## config.mk

```make
export PLATFORM = sky130hd
export DESIGN_NAME = inta_cycle_sequencer_flat
export DESIGN_NICKNAME = d
export VERILOG_FILES = /design/src/rtl/inta_cycle_sequencer_if.sv /design/src/rtl/inta_cycle_sequencer.sv /design/src/flat_wrapper.sv
export SDC_FILE = /design/constraint.sdc
export NUM_CORES = 1
export LEC_CHECK = 0
export BUFFER_PORTS_ARGS = -buffer_cell sky130_fd_sc_hd__buf_2
export CORE_MARGIN = 4
export CORE_UTILIZATION = 30
export CTS_CLUSTER_SIZE = 10
export DETAILED_ROUTE_END_ITERATION = 8
export GPL_TIMING_DRIVEN = 0
export REMOVE_ABC_BUFFERS = 1
export SETUP_SLACK_MARGIN = 0.5
export SYNTH_ARGS = -nofsm -noshare
export SYNTH_HDL_FRONTEND = slang
export SYNTH_SLANG_ARGS = --single-unit
```

## constraint.sdc

```tcl
create_clock -name clk -period 2.8 [get_ports clk]
set_input_delay 0.28 -clock clk [delete_from_list [all_inputs] [get_ports clk]]
set_output_delay 0.28 -clock clk [all_outputs]
set_load 0.005 [all_outputs]
```

## src/rtl/inta_cycle_sequencer_if.sv

```systemverilog
// Pin bundle between the interrupt controller, the acknowledge
// sequencer and the core's interrupt entry logic.
interface inta_if;
  logic       INT;
  logic       int_enable;
  logic [7:0] D_in;
  logic       INTA_n;
  logic       bus_hold;
  logic       vec_valid;
  logic [7:0] vec_data;
  logic       vec_ready;
  logic       busy;

  modport master (
    input  INT, int_enable, D_in, vec_ready,
    output INTA_n, bus_hold, vec_valid, vec_data, busy
  );

  modport slave (
    output INT, int_enable, D_in, vec_ready,
    input  INTA_n, bus_hold, vec_valid, vec_data, busy
  );
endinterface

```

## src/rtl/inta_cycle_sequencer.sv

```systemverilog
// Two-pulse INTA_n acknowledge sequencer (8086 mode).
// Captures the vector on pulse 2 and hands it to the core.
module inta_cycle_sequencer #(
  parameter int PULSE_W     = 4,
  parameter int GAP_W       = 2,
  parameter int SYNC_STAGES = 2
) (
  input logic   clk,
  input logic   rst_n,
  inta_if.master bus
);

  localparam int MAXW = (PULSE_W > GAP_W) ? PULSE_W : GAP_W;
  localparam int CW   = $clog2(MAXW + 1);

  localparam logic [CW-1:0] P_LD = CW'(PULSE_W - 1);
  localparam logic [CW-1:0] G_LD = CW'(GAP_W - 1);
  localparam logic [CW-1:0] ONE  = CW'(1);

  typedef enum logic [2:0] {
    IDLE,
    PULSE1,
    GAP,
    PULSE2,
    PRESENT,
    RECOVER
  } state_t;

  state_t state;
  state_t state_nx;

  logic [CW-1:0]          cnt;
  logic [CW-1:0]          cnt_nx;
  logic [SYNC_STAGES-1:0] sync;
  logic                   int_sync;
  logic                   cnt_done;
  logic                   capture;

  logic       inta_n_q;
  logic       hold_q;
  logic       valid_q;
  logic [7:0] vec_q;

  assign int_sync = sync[SYNC_STAGES-1];
  assign cnt_done = (cnt == '0);

  // INT is asynchronous to clk: plain shift-register synchroniser
  always_ff @(posedge clk or negedge rst_n) begin
    if (!rst_n) begin
      sync <= '0;
    end else begin
      sync <= {sync[SYNC_STAGES-2:0], bus.INT};
    end
  end

  // State and phase counter registers
  always_ff @(posedge clk or negedge rst_n) begin
    if (!rst_n) begin
      state <= IDLE;
      cnt   <= '0;
    end else begin
      state <= state_nx;
      cnt   <= cnt_nx;
    end
  end

  // Next state; counter reloads on every state entry
  always_comb begin
    state_nx = state;
    cnt_nx   = cnt;
    capture  = 1'b0;
    if (!cnt_done) begin
      cnt_nx = cnt - ONE;
    end
    unique case (state)
      IDLE: begin
        if (int_sync && bus.int_enable) begin
          state_nx = PULSE1;
          cnt_nx   = P_LD;
        end
      end
      PULSE1: begin
        if (cnt_done) begin
          state_nx = GAP;
          cnt_nx   = G_LD;
        end
      end
      GAP: begin
        if (cnt_done) begin
          state_nx = PULSE2;
          cnt_nx   = P_LD;
        end
      end
      PULSE2: begin
        if (cnt_done) begin
          state_nx = PRESENT;
          cnt_nx   = '0;
          capture  = 1'b1;
        end
      end
      PRESENT: begin
        if (bus.vec_ready) begin
          state_nx = RECOVER;
          cnt_nx   = G_LD;
        end
      end
      RECOVER: begin
        if (cnt_done) begin
          state_nx = IDLE;
          cnt_nx   = '0;
        end
      end
      default: begin
        state_nx = IDLE;
        cnt_nx   = '0;
      end
    endcase
  end

  // Strobes are registered from the next state so they change on the
  // same edge as the state; the vector is latched as pulse 2 ends
  always_ff @(posedge clk or negedge rst_n) begin
    if (!rst_n) begin
      inta_n_q <= 1'b1;
      hold_q   <= 1'b0;
      valid_q  <= 1'b0;
      vec_q    <= 8'h00;
    end else begin
      inta_n_q <= !((state_nx == PULSE1) || (state_nx == PULSE2));
      hold_q   <= (state_nx == PULSE1) || (state_nx == GAP) ||
                  (state_nx == PULSE2);
      valid_q  <= (state_nx == PRESENT);
      if (capture) begin
        vec_q <= bus.D_in;
      end
    end
  end

  assign bus.INTA_n    = inta_n_q;
  assign bus.bus_hold  = hold_q;
  assign bus.vec_valid = valid_q;
  assign bus.vec_data  = vec_q;
  assign bus.busy      = (state != IDLE);

endmodule

```

## src/flat_wrapper.sv

```systemverilog
// flat-port wrapper written by rule: the top's interface ports become plain ports
module inta_cycle_sequencer_flat 
#(
  parameter int PULSE_W     = 4,
  parameter int GAP_W       = 2,
  parameter int SYNC_STAGES = 2
)
  (clk, rst_n, bus_INT, bus_int_enable, bus_D_in, bus_vec_ready, bus_INTA_n, bus_bus_hold, bus_vec_valid, bus_vec_data, bus_busy);
  inta_if bus_i ();
  input logic clk;
  input logic rst_n;
  input wire logic [$bits(bus_i.INT)-1:0] bus_INT;
  input wire logic [$bits(bus_i.int_enable)-1:0] bus_int_enable;
  input wire logic [$bits(bus_i.D_in)-1:0] bus_D_in;
  input wire logic [$bits(bus_i.vec_ready)-1:0] bus_vec_ready;
  output wire logic [$bits(bus_i.INTA_n)-1:0] bus_INTA_n;
  output wire logic [$bits(bus_i.bus_hold)-1:0] bus_bus_hold;
  output wire logic [$bits(bus_i.vec_valid)-1:0] bus_vec_valid;
  output wire logic [$bits(bus_i.vec_data)-1:0] bus_vec_data;
  output wire logic [$bits(bus_i.busy)-1:0] bus_busy;
  assign bus_i.INT = bus_INT;
  assign bus_i.int_enable = bus_int_enable;
  assign bus_i.D_in = bus_D_in;
  assign bus_i.vec_ready = bus_vec_ready;
  assign bus_INTA_n = bus_i.INTA_n;
  assign bus_bus_hold = bus_i.bus_hold;
  assign bus_vec_valid = bus_i.vec_valid;
  assign bus_vec_data = bus_i.vec_data;
  assign bus_busy = bus_i.busy;
  inta_cycle_sequencer #(.PULSE_W(PULSE_W), .GAP_W(GAP_W), .SYNC_STAGES(SYNC_STAGES)) u_core (.clk(clk), .rst_n(rst_n), .bus(bus_i));
endmodule
```

==> results of run 1 <==
==> power by group through the flow <==
stage / combinational (W) / sequential, W / clock [W]
finish: 0.000572 / 0.000536 / 0.000135
global route: 0.000644 / 0.000565 / 0.000154
CTS: 0.000582 / 0.000538 / 0.000142
detailed placement: 0.000580 / 0.000539 / 0
global placement: 0.000559 / 0.000535 / 0
floorplan: 0.000412 / 0.000520 / 0
==> cell type report <==
class,instances,share of cell area
multi-input combinational,53,0.397
timing repair buffer,25,0.112
clock buffer,3,0.0194
clock inverter,1,0.00431
tap,44,0.0474
inverter,3,0.00969
sequential,19,0.410
==> how the worst max path moves through the flow <==
stage | startpoint | to | slack (ns)
CTS | u_core.cnt[0] | u_core.bus.vec_data[7] | 0.61
finish | u_core.cnt[0] | u_core.bus.vec_data[7] | 0.67
detailed placement | u_core.cnt[0] | u_core.bus.vec_data[4] | 0.61
global placement | u_core.cnt[0] | u_core.bus.vec_data[7] | 0.66
floorplan | u_core.cnt[0] | u_core.bus.vec_data[0] | 0.89
global route | u_core.cnt[0] | u_core.bus.vec_data[4] | 0.55
==> stage by stage <==
stage	utilization	area, sq um	power (W)	setup slack, ns
detailed placement	0.360	1120	0.00112	0.614
global placement	0.360	1120	0.00109	0.660
CTS	0.372	1160	0.00126	0.605
global route	0.372	1160	0.00136	0.545
floorplan	-	950	0.000933	0.894
finish	0.372	1160	0.00124	0.669
==> metal layers <==
layer,vias to the layer above,GRT usage
li1,330,-
met1,320,0.130
met2,20,0.154
met3,0,0.0171
met4,0,0.0389
met5,-,0
==> Yosys cell counts <==
cell / count / area [sq um]
nand2_1: 1 / 3.75
buf_2: 3 / 15.0
a22oi_2: 1 / 12.5
or3_1: 1 / 6.26
a31o_1: 1 / 8.76
or3b_1: 1 / 8.76
dfstp_2: 1 / 26.3
and3b_1: 1 / 8.76
a21oi_1: 3 / 15.0
xnor2_1: 1 / 8.76
buf_6: 3 / 33.8
and2_1: 1 / 6.26
a22oi_1: 2 / 15.0
xor2_1: 1 / 8.76
o211a_1: 2 / 20.0
nor3_1: 1 / 5.00
o21ai_1: 1 / 5.00
a221oi_1: 1 / 8.76
nand3b_4: 1 / 20.0
o21ai_0: 4 / 20.0
nor3b_2: 1 / 12.5
dfrtp_1: 18 / 450
o2111a_1: 1 / 11.3
ha_1: 4 / 50.1
a21o_1: 1 / 7.51
mux2_4: 8 / 120
and3b_2: 1 / 10.0
inv_1: 3 / 11.3
nor3b_1: 2 / 15.0
nand2b_1: 1 / 6.26
and2b_4: 1 / 10.0
nor2_1: 8 / 30.0
o31ai_1: 1 / 7.51
==> cell usage in the layout (no fill, tap or decap), types with 2 or more instances in the layout <==
cell type   n
nor2_1      8
nor3b_1     2
o21ai_0     4
inv_1       3
dfrtp_1    18
ha_1        4
a22oi_1     2
buf_2      24
clkbuf_4    3
a21oi_1     3
o211a_1     2
mux2_4      8
==> flip-flops by register name (all words and copies together), names as in the netlist <==
register and count:
u_core.bus.INTA_n 1, u_core.bus.bus_hold 1, u_core.bus.vec_data 8, u_core.bus.vec_valid 1, u_core.cnt 3, u_core.state 3
u_core.sync 2
==> logic make-up after synthesis <==
| family | Yosys count | share of synthesized area |
|---|---|---|
| buffers and inverters | 9 | 0.0601 |
| muxes | 8 | 0.120 |
| DFF | 19 | 0.477 |
| AOI/OAI and AO/OA | 18 | 0.132 |
| adders and majority gates | 4 | 0.0501 |
| and+or+nand+nor | 21 | 0.143 |
| xor gates and xnor gates | 2 | 0.0175 |
==> worst register-to-register path, delay by kind of cell (launching register included) <==
kind	cells	cell delay (ns)
and+or+nand+nor	2	0.92
DFF	1	0.40
muxes	1	0.36
adders and majority gates	1	0.25
buffers and inverters	1	0.10
==> metrics.cfg, run 1 <==
[run_status]
status=finished, final reports clean

[power]
switching_share=0.362
p_seq_frac=0.431
pwr-share-clk=0.109
power_frac_comb=0.460
vdd_drop_max_uv=398
p_per_area_mw_per_mm2=1070
leakagePower_nw=0.566
switchingPower_w=0.000450
intPower_w=0.000793

[route]
drtPass1Iterations=4
viasPerCell=4.53
post-route-drc-count=0
drt_iter0_drc=7
wl_met3_um=85
via_count=670
wl_met1_um=853
detail-route-antenna-nets=0
highest_layer=met3
wl_um=1800
wl_met2_um=860
drt-wirelength-per-cell_um=12.2

[synthesis]
yosys_warnings=0
synth_area_per_cell_sq_um=12.3
synth-seq-cells=19
ys_types=33
yosysSeqAreaShare=0.477
netlist_area_sq_um=998
synthCells=81

[global_routing]
track_usage=0.0973
grt_pass1_wl_um=3320
grt_remaining_overflow=0
grt_max_degree=20
grt_pass1_vias=730
antenna_found_initial=0

[floorplan]
rows=20
initial_core_util=0.319
die-height_um=65.7
core_sq_mm=0.00313
design.portCount=25
fp.dieW_um=65.7
fp.dieArea_sq_mm=0.00432

[setup_path]
cp.required_ns=2.98
worstSetupStartpointType=register
ff2ff_path_depth=5
crit_buf_inv=1
rr_startpoint=u_core.cnt[0]
crit_fanout=10
cp.depth=5
crit_path_end_kind=register
reg2reg_to=u_core.bus.vec_data[7]
critPathTopFamily=simple AND/OR/NAND/NOR gates
crit_arrival_ns=2.32
cp_slowest_cell=nor3b_2
max_stage_delay_ns=0.81
reg2reg_slack_ns=0.67
path_cells=inv_1, ha_1, nand3b_4, nor3b_2, mux2_4
worstSetupPathType=reg2reg

[finish]
stdcell_count=148
drive_gt1_frac=0.404
regArea_sq_um=477
area_delta_synth_final_pct=16.4
antennaDiodeCount=0
nets=122
multi_input_area_sq_um=462
fill_cells=315

[hold_path]
whs_path_depth=1
hold_start=bus_INT
min_to=u_core.sync[0]
min_path_type=in2reg

[timing]
period_minus_slack_ns=2.13
max_freq_mhz=469
fin_skew_ns=0.00196
hold_viol=0
slew_violations=0
hold_ws_ns=0.0918
rsz0062_at_grt=no
fin_setup_tns_ns=0
finalCritPeriodShare=0.761
worst_pin_slew_ns=0.964
max_slew_margin=0.354
setup_viol_count_final=0

[clock_network]
cts_made_buffers=3
clk_pin_slew_ns=0.10
cts_hold_buffers=1
post_cts_buffers=0
clock_latency_ns=0.29
htreeDepth=1
cts.sinks=19
ctsResizeCount=0
cts_buffer_depth=2
root_buffer=clkbuf_4
cts_tree=yes

[placed_design]
numPortBuffers=24
gp_congestion=0.738
placed_cells=143
dp_hpwl_um=1340

[job]
maxCapViolations=0

(Power assumes the default switching activity.)
==> run 2: changes to the inputs <==
==> constraint.sdc (replaced) <==
create_clock -name clk -period 2.1 [get_ports clk]
set_input_delay 0.21 -clock clk [delete_from_list [all_inputs] [get_ports clk]]
set_output_delay 0.21 -clock clk [all_outputs]
set_load 0.005 [all_outputs]
==> run 2 against run 1 <==
Effect of this change:
- sequential cell count stayed put
- largest power group unchanged
- final area up 8.2%
- sequential power increased by 21%
- final cell count increased by 4.7%
- combinational power increased by 74%
- clock power is 33% higher
- first-iteration DRC count did not move
==> metrics.cfg, run 2 (synthesis gave the netlist of run 1 again) <==
[setup_path]
crit_path_end_kind=register
crit_fanout=10  ; unchanged
worstSetupStartpointType=register
crit_arrival_ns=1.76  ; -0.56 ns
worstSetupPathType=reg2reg
cp.required_ns=2.28  ; -0.70 ns
reg2reg_slack_ns=0.52  ; -0.15 ns

[finish]
utilization=0.402  ; +0.0304
final_area_sq_mm=0.00126  ; +8.2%
mostFrequentLayoutCells=buf_2, dfrtp_1, nor2_1, mux2_4, buf_4
final_common_cell=buf_2
stdcell_count=155  ; +4.7%
area_delta_synth_final_pct=25.9
nets=129  ; +5.7%
largest_register_ffs=8  ; unchanged
drive_gt1_frac=0.495  ; +0.0916
antennaDiodeCount=0  ; unchanged

[timing]
worst_pin_slew_ns=0.426  ; -0.539 ns
finalCritPeriodShare=0.751  ; -0.00997
fin_setup_tns_ns=0  ; unchanged
hold_viol=0  ; unchanged
slew_violations=0  ; unchanged
fin_skew_ns=0.00306  ; +0.00110 ns
setup_viol_count_final=0  ; unchanged
period_minus_slack_ns=1.58  ; -0.554 ns
rsz0062_at_grt=yes
max_slew_margin=0.716  ; +0.362
max_freq_mhz=634  ; +35%

[route]
wl_met1_um=893  ; +4.7%
post-route-drc-count=0  ; unchanged
highest_layer=met3
wl_um=1930  ; +7.4%
viasPerCell=4.45  ; -1.8%
wl_met2_um=947  ; +10%
detail-route-antenna-nets=0  ; unchanged
wl_met3_um=91  ; +7.1%
drtPass1Iterations=4  ; unchanged
drt_iter0_drc=7  ; unchanged
via_count=689  ; +2.8%
drt-wirelength-per-cell_um=12.5  ; +2.5%

[floorplan]
rows=20  ; unchanged
core_sq_mm=0.00313  ; unchanged
fp.dieArea_sq_mm=0.00432  ; unchanged
initial_core_util=0.319  ; unchanged
die-height_um=65.7  ; unchanged
design.portCount=25  ; unchanged
fp.dieW_um=65.7  ; unchanged

[global_routing]
grt_remaining_overflow=0  ; unchanged
grt_pass1_vias=750  ; +2.7%
antenna_found_initial=0  ; unchanged
track_usage=0.0994  ; +0.00215
grt_pass1_wl_um=3390  ; +2.3%
grt_max_degree=20  ; unchanged

[job]
maxCapViolations=0  ; unchanged

[clock_network]
cts_tree=yes
cts_buffer_depth=2  ; unchanged
htreeDepth=1  ; unchanged
cts_made_buffers=3  ; unchanged
cts.sinks=19  ; unchanged
root_buffer=clkbuf_4
clk_pin_slew_ns=0.11  ; about the same
clock_latency_ns=0.29  ; about the same

[hold_path]
min_path_type=in2reg

[placed_design]
placed_cells=143  ; unchanged
dp_hpwl_um=1340  ; unchanged
gp_congestion=0.738  ; unchanged
placed_area_sq_mm=0.00112  ; unchanged
numPortBuffers=24  ; unchanged

[power]
leakagePower_nw=0.606  ; +7.1%
p_per_area_mw_per_mm2=1450  ; +36%
finalPower_w=0.00182  ; +47%
vdd_drop_max_uv=556  ; +40%

[run_status]
status=finished, final reports clean

## run 2: per-stage QoR
| stage | hold slack [ns] | worst slack (ns) |
|---|---|---|
| 5_1_grt | 0.00519 | 0.437 |
| 6_report | 0.0202 | 0.523 |
| 4_1_cts | 0.00946 | 0.503 |
| 3_3_place_gp | 0.172 | -0.0396 |
| 3_5_place_dp | 0.174 | -0.0857 |
| 2_1_floorplan | -0.0856 | 0.194 |
## run 2: final timing paths
path / startpoint / end / cells past startpoint
setup / recovery: u_core.cnt[0] / u_core.bus.vec_data[3] / 6
hold / removal: bus_INT / u_core.sync[0] / 1
setup reg to reg: u_core.cnt[0] / u_core.bus.vec_data[3] / 6
hold reg to reg: u_core.sync[0] / u_core.sync[1] / 0
max in group asynchronous: rst_n / u_core.bus.INTA_n / 2
min in group asynchronous: rst_n / u_core.bus.vec_data[0] / 2
## run 2: routing by layer
layer / vias to the layer above / track usage
li1: 342 / -
met5: - / 0
met1: 325 / 0.138
met3: 0 / 0.0171
met2: 22 / 0.153
met4: 0 / 0.0389
## run 2: final cells by class
class	count	area, sq um
Inverter	3	11.3
Clock inverter	1	5.00
Timing Repair Buffer	32	195
Tap cell	44	55.1
Fill cell	306	1870
Multi-Input combinational cell	53	488
Clock buffer	3	22.5
Sequential cell	19	480
## run 2: critical path, stage by stage, from the launching register on
cell	delay, ns
dfrtp_1	0.41
inv_2	0.10
ha_4	0.18
nand3b_4	0.10
nor3b_4	0.22
buf_12	0.17
mux2_4	0.30
## run 2: timing repair
item                       4_1_cts  5_1_grt
gates resized for setup          7        1
setup buffers                    2        5
hold endpoints to repair        18        0
pin swaps                        1        0
setup endpoints to repair       12        9
hold buffers                     1        0
## run 2: power by group
part	switching, W	leakage [nW]	total, W	internal (W)
logic	0.000429	0.364	0.000995	0.000566
clock network	0.000108	0.0177	0.000179	0.0000708
registers	0.000110	0.224	0.000650	0.000539
==> run 3: changes to the inputs <==
==> constraint.sdc (replaced) <==
create_clock -name clk -period 1.4 [get_ports clk]
set_input_delay 0.14 -clock clk [delete_from_list [all_inputs] [get_ports clk]]
set_output_delay 0.14 -clock clk [all_outputs]
set_load 0.005 [all_outputs]
==> run 3 against run 2 <==
Effect of this change:
- the flow now finishes with violations (negative setup slack)
- sequential power increased by 53%
- die area stayed put
- final cell count is 11% higher
- critical endpoint is now u_core.bus.vec_data[2]
- highest routed layer is now met4
==> metrics.cfg, run 3 (synthesis gave the netlist of run 1 again) <==
[placed_design]
gp_congestion=0.738  ; unchanged
dp_hpwl_um=1340  ; unchanged
numPortBuffers=24  ; unchanged
placed_area_sq_mm=0.00112  ; unchanged

[power]
vdd_drop_max_uv=886  ; +59%
leakagePower_nw=0.712  ; +17%
intPower_w=0.00215  ; +83%
switching_share=0.350  ; -0.00518
p_per_area_mw_per_mm2=2240  ; +54%
p_seq_frac=0.300  ; -0.056
pwr-share-clk=0.082  ; -0.016
switchingPower_w=0.00116  ; +79%
power_frac_comb=0.618  ; +0.072

[clock_network]
htreeDepth=1  ; unchanged
root_buffer=clkbuf_4
cts_tree=yes
clk_pin_slew_ns=0.11  ; about the same
clock_latency_ns=0.29  ; about the same
cts.sinks=19  ; unchanged
cts_made_buffers=3  ; unchanged
cts_buffer_depth=2  ; unchanged

[global_routing]
grt_pass1_wl_um=3860  ; +14%
track_usage=0.115  ; +0.0151
grt_max_degree=20  ; unchanged
grt_pass1_vias=828  ; +10%
grt_remaining_overflow=0  ; unchanged
antenna_found_initial=0  ; unchanged

[timing]
slew_violations=0  ; unchanged
worst_slack_ns=-0.210  ; -0.733 ns
hold_ws_ns=0.0708  ; +0.0506 ns
period_minus_slack_ns=1.61  ; +0.0325 ns
rsz0062_at_grt=yes
worst_pin_slew_ns=0.421  ; -0.00468 ns
max_freq_mhz=621  ; -2.0%
max_slew_margin=0.719  ; +0.00312
finalCritPeriodShare=1.15  ; +0.399
fin_skew_ns=0.00410  ; +0.00104 ns
setup_viol_count_final=16  ; +16
hold_viol=0  ; unchanged
fin_setup_tns_ns=-2.44  ; -2.44 ns

[route]
drtPass1Iterations=3  ; -1
detail-route-antenna-nets=0  ; unchanged
viasPerCell=4.54  ; +2.1%
drt-wirelength-per-cell_um=13.4  ; +7.4%
wl_um=2300  ; +19%
drt_iter0_drc=13  ; +6
post-route-drc-count=0  ; unchanged
via_count=781  ; +13%

[finish]
regArea_sq_um=480  ; unchanged
drive_gt1_frac=0.625  ; +0.130
nets=146  ; +13%
antennaDiodeCount=0  ; unchanged
final_common_cell=buf_2
fill_cells=282  ; -7.8%
multi_input_area_sq_um=534  ; +9.5%
area_delta_synth_final_pct=48.0
final_area_sq_mm=0.00148  ; +18%
mostFrequentLayoutCells=buf_2, buf_4, dfrtp_1
largest_register_ffs=8  ; unchanged
utilization=0.472  ; +0.0704

[floorplan]
rows=20  ; unchanged
fp.dieArea_sq_mm=0.00432  ; unchanged
initial_core_util=0.319  ; unchanged
design.portCount=25  ; unchanged
die-height_um=65.7  ; unchanged
core_sq_mm=0.00313  ; unchanged
fp.dieW_um=65.7  ; unchanged

[setup_path]
crit_path_end_kind=register
cp_slowest_cell=dfrtp_1
crit_arrival_ns=1.79  ; +0.03 ns
crit_start=u_core.cnt[0]
max_stage_delay_ns=0.41  ; about the same
reg2reg_to=u_core.bus.vec_data[2]
worstSetupPathType=reg2reg
reg2reg_slack_ns=-0.21  ; -0.73 ns
cp.required_ns=1.58  ; -0.70 ns
worstSetupStartpointType=register
path_cells=inv_2, ha_4, nand3b_4, nor3b_4, buf_4, buf_16, mux2_4
rr_startpoint=u_core.cnt[0]
crit_fanout=5  ; -5
ff2ff_path_depth=7  ; +1

[hold_path]
min_to=u_core.bus.vec_data[0]
hold_start=bus_D_in[0]
whs_path_depth=2  ; +1
min_path_type=in2reg

[run_status]
violations=negative setup slack
status=finished, violations left

[job]
maxCapViolations=0  ; unchanged

## run 3: changes by cell type in the layout (fill, tap and decap cells not counted), sizes merged
| cell | before | now |
|---|---|---|
| buf | 31 | 47 |
| dlygate4sd3 | 1 | 2 |
## run 3: worst max path at each step
stage	endpoint	cells after the start
6_report	u_core.bus.vec_data[2]	7
4_1_cts	u_core.bus.vec_data[2]	7
5_1_grt	u_core.bus.vec_data[2]	7
3_3_place_gp	u_core.bus.vec_data[7]	5
2_1_floorplan	u_core.bus.vec_data[0]	5
3_5_place_dp	u_core.bus.vec_data[4]	5
## run 3: metrics by stage
stage / std cells / power (W) / worst slack [ns]
6_report: 172 / 0.00331 / -0.210
5_1_grt: 172 / 0.00357 / -0.278
4_1_cts: 165 / 0.00304 / -0.175
3_5_place_dp: 143 / 0.00224 / -0.786
3_3_place_gp: 143 / 0.00219 / -0.740
2_1_floorplan: 75 / 0.00187 / -0.506
## run 3: area by class of cell
class | count | share of cell area
Clock inverter | 1 | 0.00339
Tap cell | 44 | 0.0373
Clock buffer | 3 | 0.0152
Sequential cell | 19 | 0.325
Timing Repair Buffer | 49 | 0.250
Inverter | 3 | 0.00762
Multi-Input combinational cell | 53 | 0.362
## run 3: power groups by stage
stage               Sequential, W  Clock (W)  Combinational (W)
floorplan                 0.00104          0           0.000825
global placement          0.00107          0            0.00112
detailed placement        0.00108          0            0.00116
CTS                      0.000985   0.000283            0.00178
global route              0.00103   0.000309            0.00223
finish                   0.000993   0.000271            0.00204
## run 3: what timing repair did
action | 4_1_cts | 5_1_grt
buffers inserted | 15 | 7
endpoints found under the hold margin | 19 | 0
hold buffers | 2 | 0
gates cloned | 1 | 0
gates resized for setup | 19 | 6
pin swaps | 4 | 3
setup endpoints to repair | 29 | 29
## run 3: routing by layer
metal  global-route usage  part of all wire
met5                    0                 0
met3               0.0205             0.042
met1                0.148              0.45
met2                0.186              0.50
met4               0.0466            0.0061
## run 3: worst max-delay path, delay by kind of cell (launching register included)
family                   cells  cell delay [ns]
AND/OR/NAND/NOR              2             0.29
flip-flops                   1             0.41
adder cells (fa/ha/maj)      1             0.15
buffers and inverters        3             0.36
multiplexers                 1             0.29
